**src/rtl/enet_tx_sched.sv**
```systemverilog
// Ethernet TX descriptor scheduler: queues frame lengths, writes each to the MAC
// over a single-beat bus, waits for the transmitter, and enforces an inter-frame gap.
module enet_tx_sched #(
  parameter int DEPTH      = 4,
  parameter int GAP_CYCLES = 24,
  parameter int TIMEOUT    = 65535
) (
  input  logic        clk_i,
  input  logic        rst_i,
  input  logic        desc_valid_i,
  input  logic [11:0] desc_len_i,
  output logic        desc_ready_o,
  output logic [12:0] m_adr_o,
  output logic [31:0] m_dat_o,
  output logic [3:0]  m_sel_o,
  output logic        m_stb_o,
  output logic        m_we_o,
  input  logic        m_ack_i,
  input  logic        txempty_i,
  output logic        busy_o,
  output logic [4:0]  count_o,
  output logic        done_o,
  output logic        err_o
);

  localparam int PTR_W = (DEPTH > 1) ? $clog2(DEPTH) : 1;
  localparam logic [15:0] BUSY_LAST = 16'd15;
  localparam logic [15:0] GAP_LAST  = 16'(GAP_CYCLES - 1);
  localparam logic [15:0] TMO_LAST  = 16'(TIMEOUT);
  localparam logic [4:0]  FULL_CNT  = 5'(DEPTH);

  typedef enum logic [2:0] {
    S_IDLE,
    S_START,
    S_WAIT_BUSY,
    S_WAIT_DONE,
    S_GAP
  } state_t;

  state_t             state_q, state_d;
  logic [15:0]        cnt_q, cnt_d;
  logic [11:0]        len_q, len_d;
  logic [11:0]        mem_q [DEPTH];
  logic [11:0]        mem_d [DEPTH];
  logic [PTR_W-1:0]   wr_ptr_q, wr_ptr_d;
  logic [PTR_W-1:0]   rd_ptr_q, rd_ptr_d;
  logic [4:0]         count_q, count_d;

  logic        fifo_full;
  logic        fifo_empty;
  logic        push;
  logic        pop;
  logic [11:0] head;

  assign fifo_full  = (count_q == FULL_CNT);
  assign fifo_empty = (count_q == 5'd0);
  assign push       = desc_valid_i & ~fifo_full;
  assign pop        = (state_q == S_IDLE) & ~fifo_empty;
  assign head       = mem_q[rd_ptr_q];

  // Descriptor FIFO; a full FIFO refuses pushes even if a pop happens that cycle.
  always_comb begin
    mem_d    = mem_q;
    wr_ptr_d = wr_ptr_q;
    rd_ptr_d = rd_ptr_q;
    count_d  = count_q;
    if (push) begin
      mem_d[wr_ptr_q] = desc_len_i;
      wr_ptr_d        = wr_ptr_q + 1'b1;
    end
    if (pop) begin
      rd_ptr_d = rd_ptr_q + 1'b1;
    end
    case ({push, pop})
      2'b10:   count_d = count_q + 5'd1;
      2'b01:   count_d = count_q - 5'd1;
      default: count_d = count_q;
    endcase
  end

  always_ff @(posedge clk_i) begin
    mem_q <= mem_d;
  end

  // State register
  always_ff @(posedge clk_i or posedge rst_i) begin
    if (rst_i) begin
      state_q  <= S_IDLE;
      cnt_q    <= '0;
      len_q    <= '0;
      wr_ptr_q <= '0;
      rd_ptr_q <= '0;
      count_q  <= '0;
    end else begin
      state_q  <= state_d;
      cnt_q    <= cnt_d;
      len_q    <= len_d;
      wr_ptr_q <= wr_ptr_d;
      rd_ptr_q <= rd_ptr_d;
      count_q  <= count_d;
    end
  end

  // Next-state logic; cnt restarts from zero on every state change.
  always_comb begin
    state_d = state_q;
    cnt_d   = cnt_q + 16'd1;
    len_d   = len_q;
    case (state_q)
      S_IDLE: begin
        cnt_d = '0;
        if (!fifo_empty) begin
          len_d   = head;
          state_d = (head == 12'd0) ? S_GAP : S_START;
        end
      end
      S_START: begin
        cnt_d = '0;
        if (m_ack_i) state_d = S_WAIT_BUSY;
      end
      S_WAIT_BUSY: begin
        // A short frame may finish before txempty is ever seen low.
        if (!txempty_i || cnt_q == BUSY_LAST) begin
          state_d = S_WAIT_DONE;
          cnt_d   = '0;
        end
      end
      S_WAIT_DONE: begin
        if (txempty_i || cnt_q == TMO_LAST) begin
          state_d = S_GAP;
          cnt_d   = '0;
        end
      end
      S_GAP: begin
        if (cnt_q == GAP_LAST) begin
          state_d = S_IDLE;
          cnt_d   = '0;
        end
      end
      default: begin
        state_d = S_IDLE;
        cnt_d   = '0;
      end
    endcase
  end

  // Outputs; done/err fire in the cycle that commits the move into GAP.
  always_comb begin
    m_adr_o = '0;
    m_dat_o = '0;
    m_sel_o = '0;
    m_stb_o = 1'b0;
    m_we_o  = 1'b0;
    done_o  = 1'b0;
    err_o   = 1'b0;
    busy_o  = (state_q != S_IDLE);
    case (state_q)
      S_IDLE: begin
        done_o = ~fifo_empty & (head == 12'd0);
      end
      S_START: begin
        m_stb_o = 1'b1;
        m_we_o  = 1'b1;
        m_sel_o = 4'hF;
        m_dat_o = {20'b0, len_q};
      end
      S_WAIT_DONE: begin
        done_o = txempty_i;
        err_o  = ~txempty_i & (cnt_q == TMO_LAST);
      end
      default: begin
      end
    endcase
  end

  assign desc_ready_o = ~fifo_full;
  assign count_o      = count_q;

endmodule

```
**config.mk**
```make
export PLATFORM = sky130hd
export DESIGN_NAME = enet_tx_sched
export DESIGN_NICKNAME = d
export VERILOG_FILES = /design/src/rtl/enet_tx_sched.sv
export SDC_FILE = /design/constraint.sdc
export NUM_CORES = 1
export LEC_CHECK = 0
export ABC_AREA = 1
export CORE_ASPECT_RATIO = 2
export CORE_MARGIN = 2
export CORE_UTILIZATION = 45
export DETAILED_ROUTE_END_ITERATION = 7
export PLACE_DENSITY = 0.7
export REMOVE_ABC_BUFFERS = 1
export SLEW_MARGIN = 20
export SYNTH_ARGS = -nofsm -noshare
export SYNTH_HDL_FRONTEND = slang
export SYNTH_SLANG_ARGS = --single-unit
```
**constraint.sdc**
```tcl
create_clock -name clk_i -period 3.3 [get_ports clk_i]
set_input_delay 0.495 -clock clk_i [delete_from_list [all_inputs] [get_ports clk_i]]
set_output_delay 0.495 -clock clk_i [all_outputs]
set_load 0.005 [all_outputs]
```
**Yosys cells after proc, flatten, opt, wreduce, memory -nomap -nowiden**

Index checks and enable logic that the tools add are counted.

- Register bits: 88
- Input port bits: 17
- Output and inout port bits: 60

- $add $sub $neg: 5
- Magnitude comparators: 3
- Equal/unequal tests: 15
- Muxes and demuxes: 23
- Bitwise operators: 9
- Reductions and logical operators: 11

Operators by type and width:

| cell | count |
|---|---|
| bitwise mux 48 bit | 1 |
| 2-to-1 mux 12 bit | 4 |
| 2-to-1 mux 16 bit | 3 |
| case mux 16 bit (3 select lines) | 1 |
| binary-select mux 12 bit (select 2 bit) | 1 |
| demux 12 bit (select 2 bit) | 1 |
| 2-to-1 mux 3 bit | 6 |
| adder 16 x 1 -> 16 bit (second input constant) | 1 |
| == test 16 bit (second input constant) | 1 |
| == test 16 x 4 -> 1 bit (second input constant) | 1 |
| == test 16 x 5 -> 1 bit (second input constant) | 1 |
| case mux 3 bit (5 select lines) | 1 |
| logical NOT 12 bit | 1 |
| != test 2 bit (second input constant) | 5 |
| case mux 5 bit (2 select lines) | 1 |
| == test 3 x 2 -> 1 bit (second input constant) | 2 |
| greater-or-equal comparator 3 bit (second input constant) | 2 |
| NOT 2 -> 3 bit | 2 |
| adder 5 x 1 -> 5 bit (second input constant) | 1 |
| == test 5 x 3 -> 1 bit (second input constant) | 1 |
| logical NOT 5 bit | 1 |
| AND reduction 5 bit | 1 |
| subtractor 5 x 1 -> 5 bit (second input constant) | 1 |
| adder 2 x 1 -> 2 bit (second input constant) | 2 |
| other kinds (17) | 24 |

**Logic depth before layout (Yosys ltp)**

- Depth in word-level cells: 8
- Gate-level depth with buffers: 16
- Gate-level depth less buffers: 16

**Worst setup path before layout**

Ideal clock, no wire load.

- Path kind: reg2reg
- Start: register count_q[0] (netlist: count_o[0])
- End: register count_q[4] (netlist: count_o[4])
- Setup time: 0.065 ns
- Arrival: 2.127 ns
- Data required time: 3.235 ns
- Setup slack: 1.109 ns
- Stages on the path, launching flop included: 16
- Path buffers: 0
- Period minus slack after synthesis: 2.191 ns
- Cells stage by stage: dfrtp_1 > nor2_1 > nand4_1 > nand2_1 > inv_1 > ha_1 > xor2_1 > ha_1 > inv_1 > nand2_1 > nand2_1 > nand2_1 > a21oi_1 > xor2_1 > nand2_1 > nand2_1

- Cells in the longest elaborated chain, start to end: 5
- Elaborated cells on any way between the ends: 12
- Those cells by class: add/sub (2); eq/ne (3); mux (1); bitwise (4); reduce/logical (2)

Ends and longest elaborated chain:

| item | RTL line | text |
|---|---|---|
| from (decl) | 47 | `logic [4:0] count_q, count_d;` |
| from (signal assigned) | 100 | `count_q <= count_d;` |
| logical NOT 5 bit * | 56 | `assign fifo_empty = (count_q == 5'd0);` |
| NOT 1 bit (no line) * | - |  |
| AND 1 bit * | 58 | `assign pop = (state_q == S_IDLE) & ~fifo_empty;` |
| net pop | 52 | `logic pop;` |
| == test 2 x 1 -> 1 bit or == test 2 bit (tied branches) | 74 | `case ({push, pop})` |
| case mux 5 bit (2 select lines) or nonzero test 2 bit (tied branches) | - |  |

Mark *: on every way through the listed nets, which the timed path passes. The rest lies on a longest branch.
A chain may end at the register's enable or synchronous reset.

**Worst setup path after layout**

- Start: register rd_ptr_q[0]
- End: output done_o

- Cells in the longest elaborated chain, start to end: 7

Ends and longest elaborated chain:

| item | RTL line | text |
|---|---|---|
| from (decl) | 46 | `logic [PTR_W-1:0] rd_ptr_q, rd_ptr_d;` |
| from (signal assigned) | 99 | `rd_ptr_q <= rd_ptr_d;` |
| NOT 2 -> 3 bit (not written as such) | 59 | `assign head = mem_q[rd_ptr_q];` |
| binary-select mux 12 bit (select 2 bit) | 59 |  |
| 2-to-1 mux 12 bit (not written as such) (2 in series) | 59 |  |
| logical NOT 12 bit | 159 | `done_o = ~fifo_empty & (head == 12'd0);` |
| AND 1 bit | 159 |  |
| case mux 1 bit (2 select lines) | 157 | `case (state_q)` |
| to (decl) | 22 | `output logic done_o,` |

Every way passes these cells. The select of a mux whose other input is x is not followed.

==> impl_metrics.ini <==
[die]
dieWidth_um = 74.2
die_area_sq_mm = 0.0107
start_util_pct = 46.0
row_count = 51
num_io_pins = 77
coreArea_sq_mm = 0.00964
die_h_um = 144

[setup_path]
crit_path_max_fanout = 26
cp.required_ps = 2800
crit_top_cell = nand2_1
arrival_ps = 2530
timing.rr.start = count_o[0]
startpoint_type = flip-flop
max_stage_delay_ps = 520
r2r_cells = 15
critPathKind = flip-flop to output port
critical-path-top-delay-family = buffers and inverters
crit_end = done_o
reg2reg_slack_ps = 810
crit_chain = buf_4 > inv_2 > nand2_1 > nand3_1 > nand2_1 > nand2_1 > nor2_1 > nand3_1 > o22ai_1 > clkdlybuf4s50_1
critPathCaptureType = output port
cp.depth = 10
rr_endpoint = count_o[4]
crit_path_top_delay_cell = clkdlybuf4s50_1
crit_buf_inv = 3
cp-startpoint = rd_ptr_q[0]

[cells_and_area]
antenna_cells = 0
drive_gt1_share_pct = 8.30
area_growth_pct = 16.7
final_nets = 551
final_cells = 662
n_fill_cell = 873

[routing]
viasPerCell = 4.82
avgRoutedWirePerCell_um = 13.9
vias = 3191
first_pass_iters = 4
drc_errors = 0
drt-total-wl_mm = 9.23
drtIter0Drc = 152
final_antenna_net_count = 0

[clocking]
clock-sinks = 88
htreeDepth = 3
postCtsResizedCells = 0
post_cts_buffers = 0
cts_inserted_buffers = 9
cts.hold.buffers_added = 0
clk_pin_slew_ps = 60
cts_tree = done
root_buffer = clkbuf_16
clk_latency_ps = 340
cts.path.max_buffers = 2

[grt]
grt.total_usage_pct = 18.5
overflow = 0
grt_first_pass_wirelength_mm = 14.8
busiest_layer = met2
met3_usage_pct = 3.07
grtUsageMet2_pct = 33.9
use_met1_pct = 18.0
grt_pass1_vias = 3231
antenna_found_initial = 0
grt_max_degree = 41

[timing]
slew_headroom_pct = 61.4
rsz0062_at_grt = no
fin_crit_ps = 3030
fin_setup_tns_ps = 0
timing.final.ws_setup_ps = 271
timing_hold_violations_final = 0
fin_crit_sh_pct = 91.8
clock-skew-final_ps = 5.71
fmax_ghz = 0.330
slew_viol_final = 0
worst_slew_pin_slew_ps = 575
setup_violations = 0

[place]
dp_cells = 646
pre_cts_slack_ps = 620
port_buffers = 43
place_congestion = 0.862
hpwl_mm = 6.84

[outcome]
status = finished, final reports clean

[pwr]
power_frac_seq_pct = 52.5
swShare_pct = 20.1
p_int_mw = 1.76
power.switching_mw = 0.445
power_density_mw_per_mm2 = 426
pwr-share-clk_pct = 45.5
combinationalPowerShare_pct = 2.0
p_leak_nw = 2.28
ir_drop_mv = 0.362

[yosys]
synth_area_per_cell_sq_um = 9.26
syn_area_sq_mm = 0.00444
synth_top_area_share_pct = 32.5
synthTopCellsByArea = edfxtp_1, dfrtp_1, nand2_1, buf_4, inv_1
yosysSeqAreaShare_pct = 55.0
syn_inst = 479
ys_warn_count = 0
synth-seq-cells = 88
synth.distinct_cells = 30
yosysTopAreaCell = edfxtp_1

[worst_hold_path]
hold_path_class = flip-flop to flip-flop

[job]
maxCapViolCount = 0
[synth_stat cells, drive strengths merged]
cell type and number:
xnor2 5, conb 1, nor2 40, inv 56, o22ai 2, xor2 17
or2 4, a21oi 7, nand4 6, nor3b 1, clkinv 1, nand3 35
a21boi 1, o21ai 14, nor4 2, ha 9, dfrtp 40, edfxtp 48
buf 43, nand2 135, nor3 7, clkbuf 5
[registers in the layout, indices dropped and copies added (netlist names)]
name,cells
state_q,3
rd_ptr_q,2
count_o,5
cnt_q,16
wr_ptr_q,2
mem_q,48
len_q,12
[power by group through the flow]
stage / Clock, mW / Combinational [mW] / Sequential (mW)
after floorplan: 0 / 0.0157 / 1.18
after global placement: 0 / 0.0430 / 1.18
after global routing: 1.07 / 0.0522 / 1.16
final: 1.00 / 0.0444 / 1.16
after CTS: 1.02 / 0.0446 / 1.16
after detailed placement: 0 / 0.0444 / 1.18
[how the worst min path moves through the flow]
stage                        start        to  slack, ps  depth (start not counted)
after detailed placement  cnt_q[0]  cnt_q[0]        460                          1
after floorplan           cnt_q[0]  cnt_q[0]        430                          1
after CTS                 cnt_q[0]  cnt_q[0]        470                          1
after global placement    cnt_q[0]  cnt_q[0]        450                          1
after global routing      cnt_q[0]  cnt_q[0]        500                          1
final                     cnt_q[0]  cnt_q[0]        470                          1
[metal layers]
layer,part of all wire [%],wire length [um]
met5,0,0
met4,5.4,501
met3,4.1,381
met2,56,5140
met1,35,3210
[worst reg2reg max path: stages (launching register included)]
cell	delay [ps]
dfrtp_1	450
nor2_1	160
nand4_1	220
nand2_1	150
inv_1	100
ha_1	270
xor2_1	190
ha_1	190
inv_1	50
nand2_1	60
nand2_1	90
nand2_1	50
a21oi_1	160
xor2_1	160
nand2_1	80
nand2_1	60
[layout make-up]
type	count	area (sq um)	area share [%]
Inverter	57	219	4.23
Tap cell	132	165	3.19
Clock inverter	7	72.6	1.40
Multi-Input combinational cell	318	1560	30.2
Clock buffer	9	225	4.35
Timing Repair Buffer	51	490	9.47
Sequential cell	88	2440	47.2
[cell families after synthesis]
kind of cell,after synthesis,synth area share (%)
AOI/OAI and AO/OA,24,2.82
xor gates and xnor gates,22,4.34
adders and majority gates,9,2.54
buffers and inverters,105,12.4
DFF,88,55.0
other,1,0.0845
and+or+nand+nor,230,22.8
[per-stage QoR]
stage               cell area (sq um)  utilization [%]  total power, mW  hold WS (ps)
floorplan                        4230                -             1.20           427
global placement                 4880             50.7             1.23           448
detailed placement               4880             50.7             1.23           457
CTS                              5180             53.7             2.23           469
global route                     5180             53.7             2.28           499
finish                           5180             53.7             2.21           465
[cell usage in the layout, fill, tap and decap left out, types with 6 or more instances in the layout]
cell type,n
xor2_1,17
nand2_1,126
a21oi_1,7
dfrtp_1,40
clkbuf_16,9
ha_1,9
nor3_1,6
edfxtp_1,48
nand2_2,7
inv_1,53
nand3_1,35
clkdlybuf4s50_1,43
o21ai_0,14
nand4_1,6
nor2_1,37
buf_4,8
conb_1,33
Power figures use the tool's default switching activity.
